--- config.mk ---
export PLATFORM = sky130hd
export DESIGN_NAME = md_arbiter
export DESIGN_NICKNAME = d
export VERILOG_FILES = /design/src/rtl/md_arbiter_pkg.sv /design/src/rtl/rr_arbiter2.sv /design/src/rtl/md_arbiter.sv
export SDC_FILE = /design/constraint.sdc
export NUM_CORES = 1
export LEC_CHECK = 0
export BUFFER_PORTS_ARGS = -buffer_cell sky130_fd_sc_hd__buf_2
export CAP_MARGIN = 20
export CORE_AREA = 4 4 212 214
export DETAILED_ROUTE_END_ITERATION = 10
export DIE_AREA = 0 0 216 218
export PLACE_DENSITY = 0.55
export SLEW_MARGIN = 20
export SYNTH_ARGS = -nofsm -noshare
export SYNTH_HDL_FRONTEND = slang
export SYNTH_SLANG_ARGS = --single-unit
--- constraint.sdc ---
create_clock -name clk -period 3 [get_ports clk]
set_input_delay 0.45 -clock clk [delete_from_list [all_inputs] [get_ports clk]]
set_output_delay 0.45 -clock clk [all_outputs]
set_load 0.03 [all_outputs]
--- src/rtl/md_arbiter_pkg.sv ---
// Shared definitions for the two-way multiply-divide arbiter: state encoding,
// widths, watchdog limit and the error result value.
package md_arbiter_pkg;

    localparam int unsigned XLEN      = 64;
    localparam int unsigned F3_W      = 3;
    localparam int unsigned RD_W      = 5;
    localparam int unsigned OWNER_W   = 1;
    localparam int unsigned STATE_W   = 2;
    localparam int unsigned TMO_CNT_W = 7;
    localparam int unsigned TMO_LIMIT = 100;

    localparam logic [STATE_W-1:0] ST_IDLE  = 2'd0;
    localparam logic [STATE_W-1:0] ST_ISSUE = 2'd1;
    localparam logic [STATE_W-1:0] ST_BUSY  = 2'd2;
    localparam logic [STATE_W-1:0] ST_RESP  = 2'd3;

    localparam logic [XLEN-1:0] RESULT_ERR = {XLEN{1'b1}};

    // Payload captured from the granted way and held for the unit
    typedef struct packed {
        logic [XLEN-1:0] rs1;
        logic [XLEN-1:0] rs2;
        logic [F3_W-1:0] funct3;
        logic [RD_W-1:0] rd_addr;
    } md_req_t;

endpackage

--- src/rtl/rr_arbiter2.sv ---
// Two-way round-robin grant: contention resolved by the pointer, a lone
// requester always wins. Purely combinational, one-hot (or zero) grant.
module rr_arbiter2 (
    input  logic [1:0] req_i,
    input  logic       ptr_i,
    output logic [1:0] gnt_o
);

    always_comb begin
        gnt_o = 2'b00;
        if (req_i == 2'b11) begin
            gnt_o = ptr_i ? 2'b10 : 2'b01;
        end else begin
            gnt_o = req_i;
        end
    end

endmodule

--- src/rtl/md_arbiter.sv ---
// Arbitrates two ways onto one shared multiply-divide unit and routes the
// result back to the owner. Define MD_ARB_TIMEOUT_EN to add the BUSY watchdog.
module md_arbiter
    import md_arbiter_pkg::*;
(
    input  logic            clk,
    input  logic            rst_n,

    input  logic            req0_valid_i,
    output logic            req0_ready_o,
    input  logic [XLEN-1:0] req0_rs1_i,
    input  logic [XLEN-1:0] req0_rs2_i,
    input  logic [F3_W-1:0] req0_funct3_i,
    input  logic [RD_W-1:0] req0_rdAddr_i,

    input  logic            req1_valid_i,
    output logic            req1_ready_o,
    input  logic [XLEN-1:0] req1_rs1_i,
    input  logic [XLEN-1:0] req1_rs2_i,
    input  logic [F3_W-1:0] req1_funct3_i,
    input  logic [RD_W-1:0] req1_rdAddr_i,

    output logic            md_valid_o,
    input  logic            md_ready_i,
    output logic [XLEN-1:0] md_rs1_o,
    output logic [XLEN-1:0] md_rs2_o,
    output logic [F3_W-1:0] md_funct3_o,
    input  logic            md_done_i,
    input  logic [XLEN-1:0] md_result_i,

    output logic            rsp0_valid_o,
    input  logic            rsp0_ready_i,
    output logic            rsp1_valid_o,
    input  logic            rsp1_ready_i,
    output logic [XLEN-1:0] rsp_data_o,
`ifdef MD_ARB_TIMEOUT_EN
    output logic            timeout_o,
`endif
    output logic [RD_W-1:0] rsp_rdAddr_o
);

    logic [STATE_W-1:0] state_q, state_d;
    logic               ptr_q, ptr_d;
    logic [OWNER_W-1:0] owner_q, owner_d;
    md_req_t            req_q, req_d;
    logic [XLEN-1:0]    result_q, result_d;
    logic               run_q;

    logic [1:0]         req_vec;
    logic [1:0]         gnt;
    logic               grant_en;
    logic               owner_ready;

`ifdef MD_ARB_TIMEOUT_EN
    logic [TMO_CNT_W-1:0] cnt_q, cnt_d;
    logic                 tmo_q, tmo_d;
`endif

    assign req_vec = {req1_valid_i, req0_valid_i};

    rr_arbiter2 u_rr (
        .req_i (req_vec),
        .ptr_i (ptr_q),
        .gnt_o (gnt)
    );

    // run_q keeps ready low while reset is held and for the release cycle
    assign grant_en     = run_q && (state_q == ST_IDLE);
    assign req0_ready_o = grant_en && gnt[0];
    assign req1_ready_o = grant_en && gnt[1];

    assign owner_ready  = (owner_q == OWNER_W'(0)) ? rsp0_ready_i : rsp1_ready_i;

    always_comb begin
        state_d  = state_q;
        ptr_d    = ptr_q;
        owner_d  = owner_q;
        req_d    = req_q;
        result_d = result_q;
`ifdef MD_ARB_TIMEOUT_EN
        cnt_d    = cnt_q;
        tmo_d    = tmo_q;
`endif
        case (state_q)
            ST_IDLE: begin
                if (grant_en && (gnt != 2'b00)) begin
                    owner_d = OWNER_W'(gnt[1]);
                    ptr_d   = gnt[0];
                    if (gnt[1]) begin
                        req_d = '{rs1: req1_rs1_i, rs2: req1_rs2_i,
                                  funct3: req1_funct3_i, rd_addr: req1_rdAddr_i};
                    end else begin
                        req_d = '{rs1: req0_rs1_i, rs2: req0_rs2_i,
                                  funct3: req0_funct3_i, rd_addr: req0_rdAddr_i};
                    end
                    state_d = ST_ISSUE;
                end
            end
            ST_ISSUE: begin
                if (md_ready_i) begin
                    state_d = ST_BUSY;
`ifdef MD_ARB_TIMEOUT_EN
                    cnt_d   = '0;
`endif
                end
            end
            ST_BUSY: begin
                if (md_done_i) begin
                    result_d = md_result_i;
                    state_d  = ST_RESP;
                end
`ifdef MD_ARB_TIMEOUT_EN
                // cnt_q counts completed BUSY cycles; the 100th without done trips
                else if (cnt_q == TMO_CNT_W'(TMO_LIMIT - 1)) begin
                    tmo_d    = 1'b1;
                    result_d = RESULT_ERR;
                    state_d  = ST_RESP;
                end else begin
                    cnt_d = cnt_q + TMO_CNT_W'(1);
                end
`endif
            end
            ST_RESP: begin
                if (owner_ready) begin
                    state_d = ST_IDLE;
                end
            end
            default: begin
                state_d = ST_IDLE;
            end
        endcase
    end

    always_ff @(posedge clk or negedge rst_n) begin
        if (!rst_n) begin
            state_q  <= ST_IDLE;
            ptr_q    <= 1'b0;
            owner_q  <= '0;
            req_q    <= '0;
            result_q <= '0;
            run_q    <= 1'b0;
        end else begin
            state_q  <= state_d;
            ptr_q    <= ptr_d;
            owner_q  <= owner_d;
            req_q    <= req_d;
            result_q <= result_d;
            run_q    <= 1'b1;
        end
    end

`ifdef MD_ARB_TIMEOUT_EN
    always_ff @(posedge clk or negedge rst_n) begin
        if (!rst_n) begin
            cnt_q <= '0;
            tmo_q <= 1'b0;
        end else begin
            cnt_q <= cnt_d;
            tmo_q <= tmo_d;
        end
    end

    assign timeout_o = tmo_q;
`endif

    // Outputs decode registered state only, so reset clears them asynchronously
    assign md_valid_o   = (state_q == ST_ISSUE);
    assign md_rs1_o     = req_q.rs1;
    assign md_rs2_o     = req_q.rs2;
    assign md_funct3_o  = req_q.funct3;
    assign rsp0_valid_o = (state_q == ST_RESP) && (owner_q == OWNER_W'(0));
    assign rsp1_valid_o = (state_q == ST_RESP) && (owner_q == OWNER_W'(1));
    assign rsp_data_o   = result_q;
    assign rsp_rdAddr_o = req_q.rd_addr;

endmodule

==> key figures <==
Run status
  • Status: finished clean

Finish
  • Layout cell share with drive strength beyond 1: 51.0%
  • Area grow syn2layout: 46.4%
  • Inserted Diodes: 0
  • Most frequent cells in the layout: buf_2 (547), dfrtp_1 (205), nand2_1 (139)
  • Nets: roughly 1,700
  • Most common cell after layout, fill and taps aside: buf_2
  • Post-route insts no fill: approximately 1,900
  • Design area: between 0.01 and 0.015 sq mm

Routing
  • Vias per cell: between 3 and 4
  • WL final: ~28 mm
  • DR vias: around 7,500
  • TritonRoute pass-1 iters: 4
  • DRT iter0 DRCs: 320
  • Post-DRT Antenna Nets: 0
  • DRC viols: 0
  • DR WL/cell: between 10 and 15 microns

Yosys
  • Ys flop type: dfrtp_1
  • Unique masters post-synth: 26
  • Top cell type's share of synthesized area: a little under three fifths
  • Net Count, Synth: 1,107
  • Synth Warn #: 0
  • Post-synth EDFFs: 0
  • Post-synthesis average cell area: 11.9 sq um
  • Asr flop ratio synth: 100%
  • Synth top area cells: dfrtp_1 (57%), mux2i_1 (15%), mux2_2 (8.0%)
  • Area leader, netlist: dfrtp_1
  • Flop and latch count out of synthesis: between 200 and 250
  • Mapped cell area: 0.00900 sq mm
  • Register area share after synthesis: ~57%
  • Synth Instances: 758

Critical path
  • Cells along the critical path: inv_1 -> ha_1 -> nand2_1 -> a211oi_1 -> buf_2
  • Worst path top cell family by delay: flip-flops
  • Worst path max stage delay: approximately 0.4 ns
  • CP max-delay cell: dfrtp_1
  • CP required: 2.55 ns
  • Critical Path End Type: primary output
  • Critical path launch point type: flop
  • R2R depth: 6
  • Setup slack, reg-to-reg: roughly 1.1 ns
  • Maximum fanout along the worst path: 4
  • CP Class: flop to primary output
  • Buffers & Inverters on Critical Path: 2
  • WP depth: 5
  • Crit path DAT: ~2.1 ns

Place
  • Placed Area: 0.0124 sq mm
  • Cells after DPL: approximately 1,900
  • GP Congestion: roughly 0.79
  • DPL Wire Length: approximately 23 mm
  • Port bufs: between 500 and 600

Timing
  • Hold Fails Final Rpt: 0
  • Clk_skew: ~0.012 ns
  • Final Max Tran Viols: 0
  • Final TNS setup: 0 ns
  • RSZ-0062 raised after global routing: no
  • Min Clock Period, post-route: 2.53 ns
  • Relative slew slack: roughly 38%
  • Number of setup violations in the final report: 0
  • Final hold slack: 0.159 ns
  • Final worst-path cycle share: between 80 and 90%
  • Least-Margin Pin Slew: slightly above 0.9 ns
  • Fmax: roughly 0.39 GHz

Global route
  • All-layer global routing usage: a little under an eighth
  • Grt ovf: 0
  • Vias in the first global route: approximately 8,000
  • Largest net degree at the start of global routing: 100
  • First-pass GRT wire length: approximately 43 mm
  • Initial antenna violation count: 2

Floorplanning
  • Die H: 218 microns
  • Die W: about 220 microns
  • Site Rows: 76
  • Die area: approximately 0.047 sq mm
  • Core Area: about 0.043 sq mm
  • IO Pins: 549
  • Initial Util: around a fifth

Clock network
  • Deepest clock path buffer count: 3
  • Resized Gates After CTS: 0
  • Clock Latency Late Sink: 0.52 ns
  • Sink Count: about 210
  • Total CTS buffers: 24
  • Clock tree from TritonCTS: yes
  • Htree depth: 1
  • Root buf cell: clkbuf_16
  • Clock transition at path regs: ~0.060 ns

Power and ir drop
  • Power, Total: around 14 mW
  • Worst vdd ir: 0.000447 V
  • Static leakage: ~7.2 nW
  • PwrDens: 1100 mW/mm^2

Run
  • Max-cap violation count: 0

Worst hold path
  • Worst Hold Class: input port to flop
  • Hold depth: 2
path summary, 6_finish.rpt:
check                               start             end
max                            state_q[1]    req0_ready_o
min                        md_result_i[6]   rsp_data_o[6]
max reg2reg                    state_q[1]    md_rs2_o[19]
min reg2reg                  md_rs1_o[40]    md_rs1_o[40]
max in group asynchronous           rst_n  rsp_data_o[51]
min in group asynchronous           rst_n     md_rs2_o[1]
through the flow:
step	utilization (%)	worst slack, ns
after detailed placement	28.8	0.872
after global routing	30.7	0.300
after floorplan	-	0.964
after global placement	28.8	0.930
after CTS	30.7	0.424
final	30.7	0.466
sequential cells by signal, summed over array words and instances, names as in the netlist:
name	flops
md_rs2_o	64
rsp_data_o	64
state_q	2
owner_q	1
md_rs1_o	64
rsp_rdAddr_o	5
md_funct3_o	3
run_q	1
ptr_q	1
cell type report:
type | instances | area, sq um
fillers | 4457 | 29700
well taps | 585 | 732
repair buffers | 571 | 3010
clock inverters | 6 | 80.1
clock buffers | 37 | 711
multi-input cells | 495 | 3480
flip-flops and latches | 205 | 5130
inverters | 7 | 26.3
report_power, final:
| part | total (mW) | switching, mW | internal [mW] |
|---|---|---|---|
| Sequential | 4.71 | 0.642 | 4.07 |
| Clock | 2.90 | 1.11 | 1.79 |
| Combinational | 6.84 | 4.61 | 2.23 |
routing by layer:
metal	GRT usage, %	share of wire [%]	vias to the layer above
li1	-	-	3704
met1	13.4	40	3373
met2	20.5	50	346
met3	3.14	8.4	34
met4	2.99	1.9	4
met5	0	0.095	-
Yosys cell counts (2+ instances only):
library cell	number
buf_8	10
o21ai_0	8
o21ai_1	129
mux2i_1	137
inv_1	6
buf_4	2
ha_1	5
mux2_2	64
nand2_1	140
clkbuf_2	6
nor2_1	2
buf_1	4
clkbuf_1	9
a21o_1	2
buf_6	5
dfrtp_1	205
buf_2	15
cells by family (layout without fill, tap and decap cells):
logic type                 count (synthesis)  count (layout)  share of synthesized area (%)
DFF                                      205             205                           57.0
muxes                                    202             202                           23.4
AOI/OAI and AO/OA                        144             144                           8.38
and+or+nand+nor                          143             143                           5.99
buffers and inverters                     58             621                           4.46
adders and majority gates                  5               5                          0.695
other                                      1               1                         0.0417
timing repair:
item / 4_1_cts / 5_1_grt
buffers inserted: 0 / 0
endpoints found under the hold margin: 61 / 0
hold buffers: 1 / 0
setup endpoints to repair: 0 / 0
No activity file was read; power rests on OpenSTA's default activity.
